$ cat src/rtl/control_sequencer.sv
`default_nettype none
// ============================================================================
// Module   : control_sequencer
// Purpose  : Hardwired control unit placed in front of the datapath. It fetches
//            each instruction, decodes IR[31:27], and steps through one T-state
//            per clock. It drives every datapath select, enable, read and ALU
//            opcode line.
// Revision : 1.0 - initial release
// ============================================================================
module control_sequencer #(
   parameter int              OPW     = 5,
   parameter logic [OPW-1:0]  OP_MUL  = 5'b01111,
   parameter logic [OPW-1:0]  OP_DIV  = 5'b10000,
   parameter logic [OPW-1:0]  OP_NOP  = 5'b11010,
   parameter logic [OPW-1:0]  OP_HALT = 5'b11011
) (
   input  logic           clk,
   input  logic           reset,
   input  logic [31:0]    IR_Data,
   input  logic           mem_ready,
   input  logic           stop,
   output logic           run,
   output logic           PC_select,
   output logic           Z_LO_select,
   output logic           Z_HI_select,
   output logic           MDR_select,
   output logic           Rout,
   output logic           PC_enable,
   output logic           PC_increment_enable,
   output logic           IR_enable,
   output logic           Y_enable,
   output logic           Z_enable,
   output logic           MAR_enable,
   output logic           MDR_enable,
   output logic           HI_enable,
   output logic           LO_enable,
   output logic           Rin,
   output logic           Gra,
   output logic           Grb,
   output logic           Grc,
   output logic           read,
   output logic [OPW-1:0] alu_instruction
);

   // Opcodes from ALU_FIRST through ALU_LAST are three-operand register ALU ops
   localparam logic [OPW-1:0] C_OP_ALU_FIRST = 5'b00011;
   localparam logic [OPW-1:0] C_OP_ALU_LAST  = 5'b01110;

   typedef enum logic [3:0] {
      S_RESET  = 4'd0,
      S_FETCH0 = 4'd1,
      S_FETCH1 = 4'd2,
      S_FETCH2 = 4'd3,
      S_DECODE = 4'd4,
      S_T3     = 4'd5,
      S_T4     = 4'd6,
      S_T5     = 4'd7,
      S_T6     = 4'd8,
      S_HALT   = 4'd9
   } state_t;

   state_t         r_state;
   state_t         w_next_state;
   logic [OPW-1:0] r_op;
   logic [OPW-1:0] w_ir_op;
   logic           w_ir_is_alu;
   logic           w_ir_is_muldiv;
   logic           w_op_is_muldiv;
   logic           w_unused_ir;

   // Only the opcode field is decoded here. The register fields go straight to
   // the datapath's Gra/Grb/Grc decoder.
   assign w_ir_op        = IR_Data[31 -: OPW];
   assign w_unused_ir    = ^IR_Data[31-OPW:0];
   assign w_ir_is_alu    = (w_ir_op >= C_OP_ALU_FIRST) && (w_ir_op <= C_OP_ALU_LAST);
   assign w_ir_is_muldiv = (w_ir_op == OP_MUL) || (w_ir_op == OP_DIV);
   assign w_op_is_muldiv = (r_op == OP_MUL) || (r_op == OP_DIV);

   // State register; reset drops straight to RESET, which forces every output low
   always_ff @(posedge clk or posedge reset) begin
      if (reset) begin
         r_state <= S_RESET;
      end else begin
         r_state <= w_next_state;
      end
   end

   // Latch the opcode when leaving DECODE so the execute states are independent of IR
   always_ff @(posedge clk or posedge reset) begin
      if (reset) begin
         r_op <= '0;
      end else if (r_state == S_DECODE) begin
         r_op <= w_ir_op;
      end
   end

   // Next-state and per-state control outputs; all outputs default low
   always_comb begin
      w_next_state        = r_state;
      run                 = 1'b0;
      PC_select           = 1'b0;
      Z_LO_select         = 1'b0;
      Z_HI_select         = 1'b0;
      MDR_select          = 1'b0;
      Rout                = 1'b0;
      PC_enable           = 1'b0;
      PC_increment_enable = 1'b0;
      IR_enable           = 1'b0;
      Y_enable            = 1'b0;
      Z_enable            = 1'b0;
      MAR_enable          = 1'b0;
      MDR_enable          = 1'b0;
      HI_enable           = 1'b0;
      LO_enable           = 1'b0;
      Rin                 = 1'b0;
      Gra                 = 1'b0;
      Grb                 = 1'b0;
      Grc                 = 1'b0;
      read                = 1'b0;
      alu_instruction     = '0;
      case (r_state)
         S_RESET: begin
            w_next_state = S_FETCH0;
         end
         S_FETCH0: begin
            run = 1'b1;
            // A stop request suppresses the fetch so MAR and PC stay untouched
            if (stop) begin
               w_next_state = S_HALT;
            end else begin
               PC_select           = 1'b1;
               MAR_enable          = 1'b1;
               PC_increment_enable = 1'b1;
               Z_enable            = 1'b1;
               w_next_state        = S_FETCH1;
            end
         end
         S_FETCH1: begin
            // Waiting here reloads PC with the same Z_LO value, which is harmless
            run         = 1'b1;
            Z_LO_select = 1'b1;
            PC_enable   = 1'b1;
            read        = 1'b1;
            MDR_enable  = 1'b1;
            if (mem_ready) begin
               w_next_state = S_FETCH2;
            end
         end
         S_FETCH2: begin
            run          = 1'b1;
            MDR_select   = 1'b1;
            IR_enable    = 1'b1;
            w_next_state = S_DECODE;
         end
         S_DECODE: begin
            run = 1'b1;
            if (w_ir_op == OP_HALT) begin
               w_next_state = S_HALT;
            end else if (w_ir_is_alu || w_ir_is_muldiv) begin
               w_next_state = S_T3;
            end else begin
               w_next_state = S_FETCH0;
            end
         end
         S_T3: begin
            run          = 1'b1;
            Rout         = 1'b1;
            Y_enable     = 1'b1;
            Gra          = w_op_is_muldiv;
            Grb          = !w_op_is_muldiv;
            w_next_state = S_T4;
         end
         S_T4: begin
            run             = 1'b1;
            Rout            = 1'b1;
            Z_enable        = 1'b1;
            alu_instruction = r_op;
            Grb             = w_op_is_muldiv;
            Grc             = !w_op_is_muldiv;
            w_next_state    = S_T5;
         end
         S_T5: begin
            run         = 1'b1;
            Z_LO_select = 1'b1;
            if (w_op_is_muldiv) begin
               LO_enable    = 1'b1;
               w_next_state = S_T6;
            end else begin
               Gra          = 1'b1;
               Rin          = 1'b1;
               w_next_state = S_FETCH0;
            end
         end
         S_T6: begin
            run          = 1'b1;
            Z_HI_select  = 1'b1;
            HI_enable    = 1'b1;
            w_next_state = S_FETCH0;
         end
         S_HALT: begin
            w_next_state = S_HALT;
         end
         default: begin
            w_next_state = S_RESET;
         end
      endcase
   end

endmodule
`default_nettype wire

$ cat config.mk
export PLATFORM = sky130hd
export DESIGN_NAME = control_sequencer
export DESIGN_NICKNAME = d
export VERILOG_FILES = /design/src/rtl/control_sequencer.sv
export SDC_FILE = /design/constraint.sdc
export NUM_CORES = 1
export LEC_CHECK = 0
export CAP_MARGIN = 20
export CORE_MARGIN = 4
export CORE_UTILIZATION = 34
export DETAILED_ROUTE_END_ITERATION = 8
export GPL_ROUTABILITY_DRIVEN = 0
export MAX_ROUTING_LAYER = met4
export PLACE_DENSITY = 0.88
export SKIP_CTS_REPAIR_TIMING = 1
export SLEW_MARGIN = 10
export SYNTH_ARGS = -nofsm -noshare
export SYNTH_HDL_FRONTEND = slang
export SYNTH_SLANG_ARGS = --single-unit
$ cat constraint.sdc
create_clock -name clk -period 3.1 [get_ports clk]
set_input_delay 0.465 -clock clk [delete_from_list [all_inputs] [get_ports clk]]
set_output_delay 0.465 -clock clk [all_outputs]
set_load 0.03 [all_outputs]
==> results.md, run 1 <==
* Fraction of final layout cells sized beyond drive strength 1 at between 10% and 20%
* Fraction of the mapped netlist area in compound gates at between 10% and 20%
* Nets@finish at around 140
* Dominant delay contributor by cell family on the critical path: multiplexers
* IR Drop Worst-Case VDD at roughly 0.00056 V
* Max_cap viols at 0
* Global route total overflow at 0
* Worst Reg-to-Reg Cells at 2
* Overall die height at 53.7 um
* I/O pin cnt at roughly 60
* DRC violation count after routing at 0
* CTS tree: yes
* Switching pwr at about 0.00048 W
* Sequential share of power at 29.3%
* Initial antenna violation count at 0
* Most area-hungry cell type in the Yosys netlist: sky130_fd_sc_hd__dfrtp_1
* Power density normalized to cell area at roughly 950 nW/um^2
* Setup crit start kind: register
* Clock slew seen by the registers of the worst setup and hold paths at ~60 ps
* Multiplexer area fraction after synthesis at about 13%
* Number of failing hold endpoints at the final stage at 0
* Global-route track usage on met2 at approximately a quarter
* Worst reg2reg path startpoint: r_state[0]
* Register-to-register path setup slack at roughly 1400 ps
* Via count of the first global-routing pass at about 630
* Least-Margin Pin Slew at 655 ps
* Pre-CTS setup slack at ~520 ps
* Clk sink count at 9
* Post-synthesis instance area at approximately 700 sq um
* Slowest cell on crit path: sky130_fd_sc_hd__clkdlybuf4s50_1
* Critical-path maximum fanout at 6
* Setup TNS at 0 ps
* WP data arrival at approximately 2400 ps
* Part of the power in the clock network at under 10%
* Antenna Cells at 0
* Number of distinct standard cells referenced by the synthesized netlist at 31
* Routed wire length per instance at between 10 and 15 um
* Internal power at approximately 0.0005 W
* H-tree levels at 1
* Setup repair after global routing missed its margin: false
* Drt first pass iters at 4
* Area share of and/or/nand/nor cells after synthesis at 32.6%
* Met3 usage in global routing at approximately 1.9%
* Portion of synthesized cell area occupied by the leading cell type at a little under a third
* Critical Path Max Stage Delay at approximately 600 ps
* Highest Clock Rate at 0.349 GHz
* TritonCTS Buffers at 3
* Xor/xnor cell area share of the yosys netlist at ~1.2%
* Adder-cell share of the synthesized area at 0%
* Comb power frac at between 60 and 70%
* DRC violation total after the first TritonRoute iteration at 12
* Maximum number of pins on one net before global-route repair at 15
* Req. time, crit path at between 2000 and 3000 ps
* Net count after synthesis at 116
* Cell count after synthesis at 80
* Cell types occupying the most area after synthesis: sky130_fd_sc_hd__dfrtp_1 32%, sky130_fd_sc_hd__mux2_2 9.5%, sky130_fd_sc_hd__buf_4 6.3%
* Post-DR vias/cell at 5.04
* Most frequent standard cell in the layout excluding fill and tap cells: sky130_fd_sc_hd__clkdlybuf4s50_1
* Minimum period implied by the final worst setup slack at between 2000 and 3000 ps
* Switching share of total power at between 40 and 50%
* Final setup vio count at 0
* Clock buffer depth at 2
* Average cell area after synthesis at slightly below 9 sq um
* Finished Core Util at between 50% and 60%
* Worst Hold Class: input pin to async pin
* P_leak at around 0.4 nW
* Max transition margin at approximately 56%
* Die Outline Area at roughly 2900 sq um
* Total number of cells along the worst setup path at 4
* Crit-path cells: or4_4 -> mux2i_4 -> mux2_2 -> clkdlybuf4s50_1
* Type of destination of the critical path: primary output
* Clk Latency, worst-skew pair at roughly 260 ps
* Critical path class: register to primary output
* Final count of pins violating max slew at 0
* Launching element of the worst setup path: r_op[0]
* Total of fill cells in the finished design at 177
* Count of nets left with antenna violations after detail routing at 0
* Buffers plus inverters on the worst setup path at 1
* Area growth syn-to-layout at 46.6%
* I/O Buffers at 33
* First-pass GRT wire length at 2860 um
* Overall die width at approximately 54 um
* FP Rows at 16
* Period utilisation layout at 92.4%
* Flip-flop and latch count after synthesis at 9
* Placeable Area at 1980 sq um
* Total Routing Usage GR at about 14%
* Main combinational cell family by area after synthesis: simple AND/OR/NAND/NOR gates
* Setup slack after layout at 236 ps
* Global-route layer with the greatest usage: met2
* Synth warnings at 0
* Proportion of synthesized chip area in sequential cells at 31.7%
* Commonest cells after routing, fill and taps aside: 33 x sky130_fd_sc_hd__clkdlybuf4s50_1, 9 x sky130_fd_sc_hd__nor2_1, 9 x sky130_fd_sc_hd__dfrtp_1
* WL final at roughly 1800 um
* Count of vias placed by the detailed router at ~680
* Detailed Place HPWL at between 1000 and 1500 um
* Clock root buffer: sky130_fd_sc_hd__clkbuf_4
* Worst Clk Skew at about 3.2 ps
* M1 GR Usage at 14.1%
* Outcome: finished clean
* Initial Util at between 30% and 40%
registers in the layout, summed over array words and instances (netlist names):
register / count
r_op: 5
r_state: 4
worst paths after layout:
kind,to
max,Grb
min,r_op[2]
min in group clk,r_op[0]
max in group asynchronous,r_state[3]
max reg2reg,r_op[1]
min reg2reg,r_op[0]
cells by family after synthesis:
group / Yosys count
mux: 7
buf+inv: 12
xor+xnor: 1
compound gates: 12
simple gates: 39
flops: 9
power by group through the flow:
| stage | clock (W) | sequential, W | combinational [W] |
|---|---|---|---|
| final | 0.0000909 | 0.000291 | 0.000611 |
| after global routing | 0.0000995 | 0.000305 | 0.000652 |
| after CTS | 0.0000912 | 0.000288 | 0.000618 |
| after detailed placement | 0 | 0.000291 | 0.000615 |
| after global placement | 0 | 0.000285 | 0.000603 |
| after floorplan | 0 | 0.000221 | 0.000501 |
synthesized netlist by cell type:
library cell / instances
sky130_fd_sc_hd__dfrtp_1: 9
sky130_fd_sc_hd__nor2_1: 9
sky130_fd_sc_hd__and2_1: 7
sky130_fd_sc_hd__buf_4: 6
sky130_fd_sc_hd__mux2_2: 6
sky130_fd_sc_hd__nor3_1: 6
sky130_fd_sc_hd__nand2b_1: 5
sky130_fd_sc_hd__clkbuf_1: 4
sky130_fd_sc_hd__a21o_1: 2
sky130_fd_sc_hd__a21oi_1: 2
sky130_fd_sc_hd__inv_1: 2
sky130_fd_sc_hd__nand3_1: 2
sky130_fd_sc_hd__nor2b_1: 2
sky130_fd_sc_hd__a211oi_1: 1
sky130_fd_sc_hd__a221o_1: 1
sky130_fd_sc_hd__a311o_1: 1
sky130_fd_sc_hd__and2b_1: 1
sky130_fd_sc_hd__and4b_1: 1
sky130_fd_sc_hd__mux2i_4: 1
sky130_fd_sc_hd__nand2_1: 1
sky130_fd_sc_hd__nand4_1: 1
sky130_fd_sc_hd__nor4_1: 1
sky130_fd_sc_hd__nor4b_2: 1
sky130_fd_sc_hd__o21a_1: 1
sky130_fd_sc_hd__o21ai_0: 1
sky130_fd_sc_hd__o21bai_1: 1
sky130_fd_sc_hd__o22ai_1: 1
sky130_fd_sc_hd__o31ai_1: 1
sky130_fd_sc_hd__or4_4: 1
sky130_fd_sc_hd__or4b_1: 1
sky130_fd_sc_hd__xnor2_1: 1
layer usage:
layer | share of wire (%) | routed length (um)
met2 | 55 | 973
met3 | 4.2 | 73
met4 | 0.68 | 12
met1 | 40 | 699
met5 | 0 | 0
through the flow:
step | instance area (sq um) | instances | total power (W) | hold slack [ps]
floorplan | 709 | 80 | 0.000722 | 293
global placement | 1010 | 130 | 0.000888 | 534
detailed placement | 1010 | 130 | 0.000906 | 547
CTS | 1040 | 134 | 0.000997 | 477
global route | 1040 | 134 | 0.00106 | 497
finish | 1040 | 134 | 0.000993 | 466
area by class of cell:
class	instances	area, sq um	share of cell area (%)
multi-input combinational	59	417	40.1
timing repair buffer	33	330	31.8
sequential	9	225	21.7
tap	27	33.8	3.25
clock buffer	4	26.3	2.53
inverter	2	7.51	0.722
(Power assumes the default switching activity.)
==> run 2, diff against run 1 <==
--- a/config.mk
+++ b/config.mk
@@ -13,6 +13,7 @@
 export MAX_ROUTING_LAYER = met4
 export PLACE_DENSITY = 0.88
 export SKIP_CTS_REPAIR_TIMING = 1
+export SKIP_LAST_GASP = 1
 export SLEW_MARGIN = 10
 export SYNTH_ARGS = -nofsm -noshare
 export SYNTH_HDL_FRONTEND = slang
==> results of run 2 <==
Same layout as run 1: the final DEF is identical, and so are final timing and power.
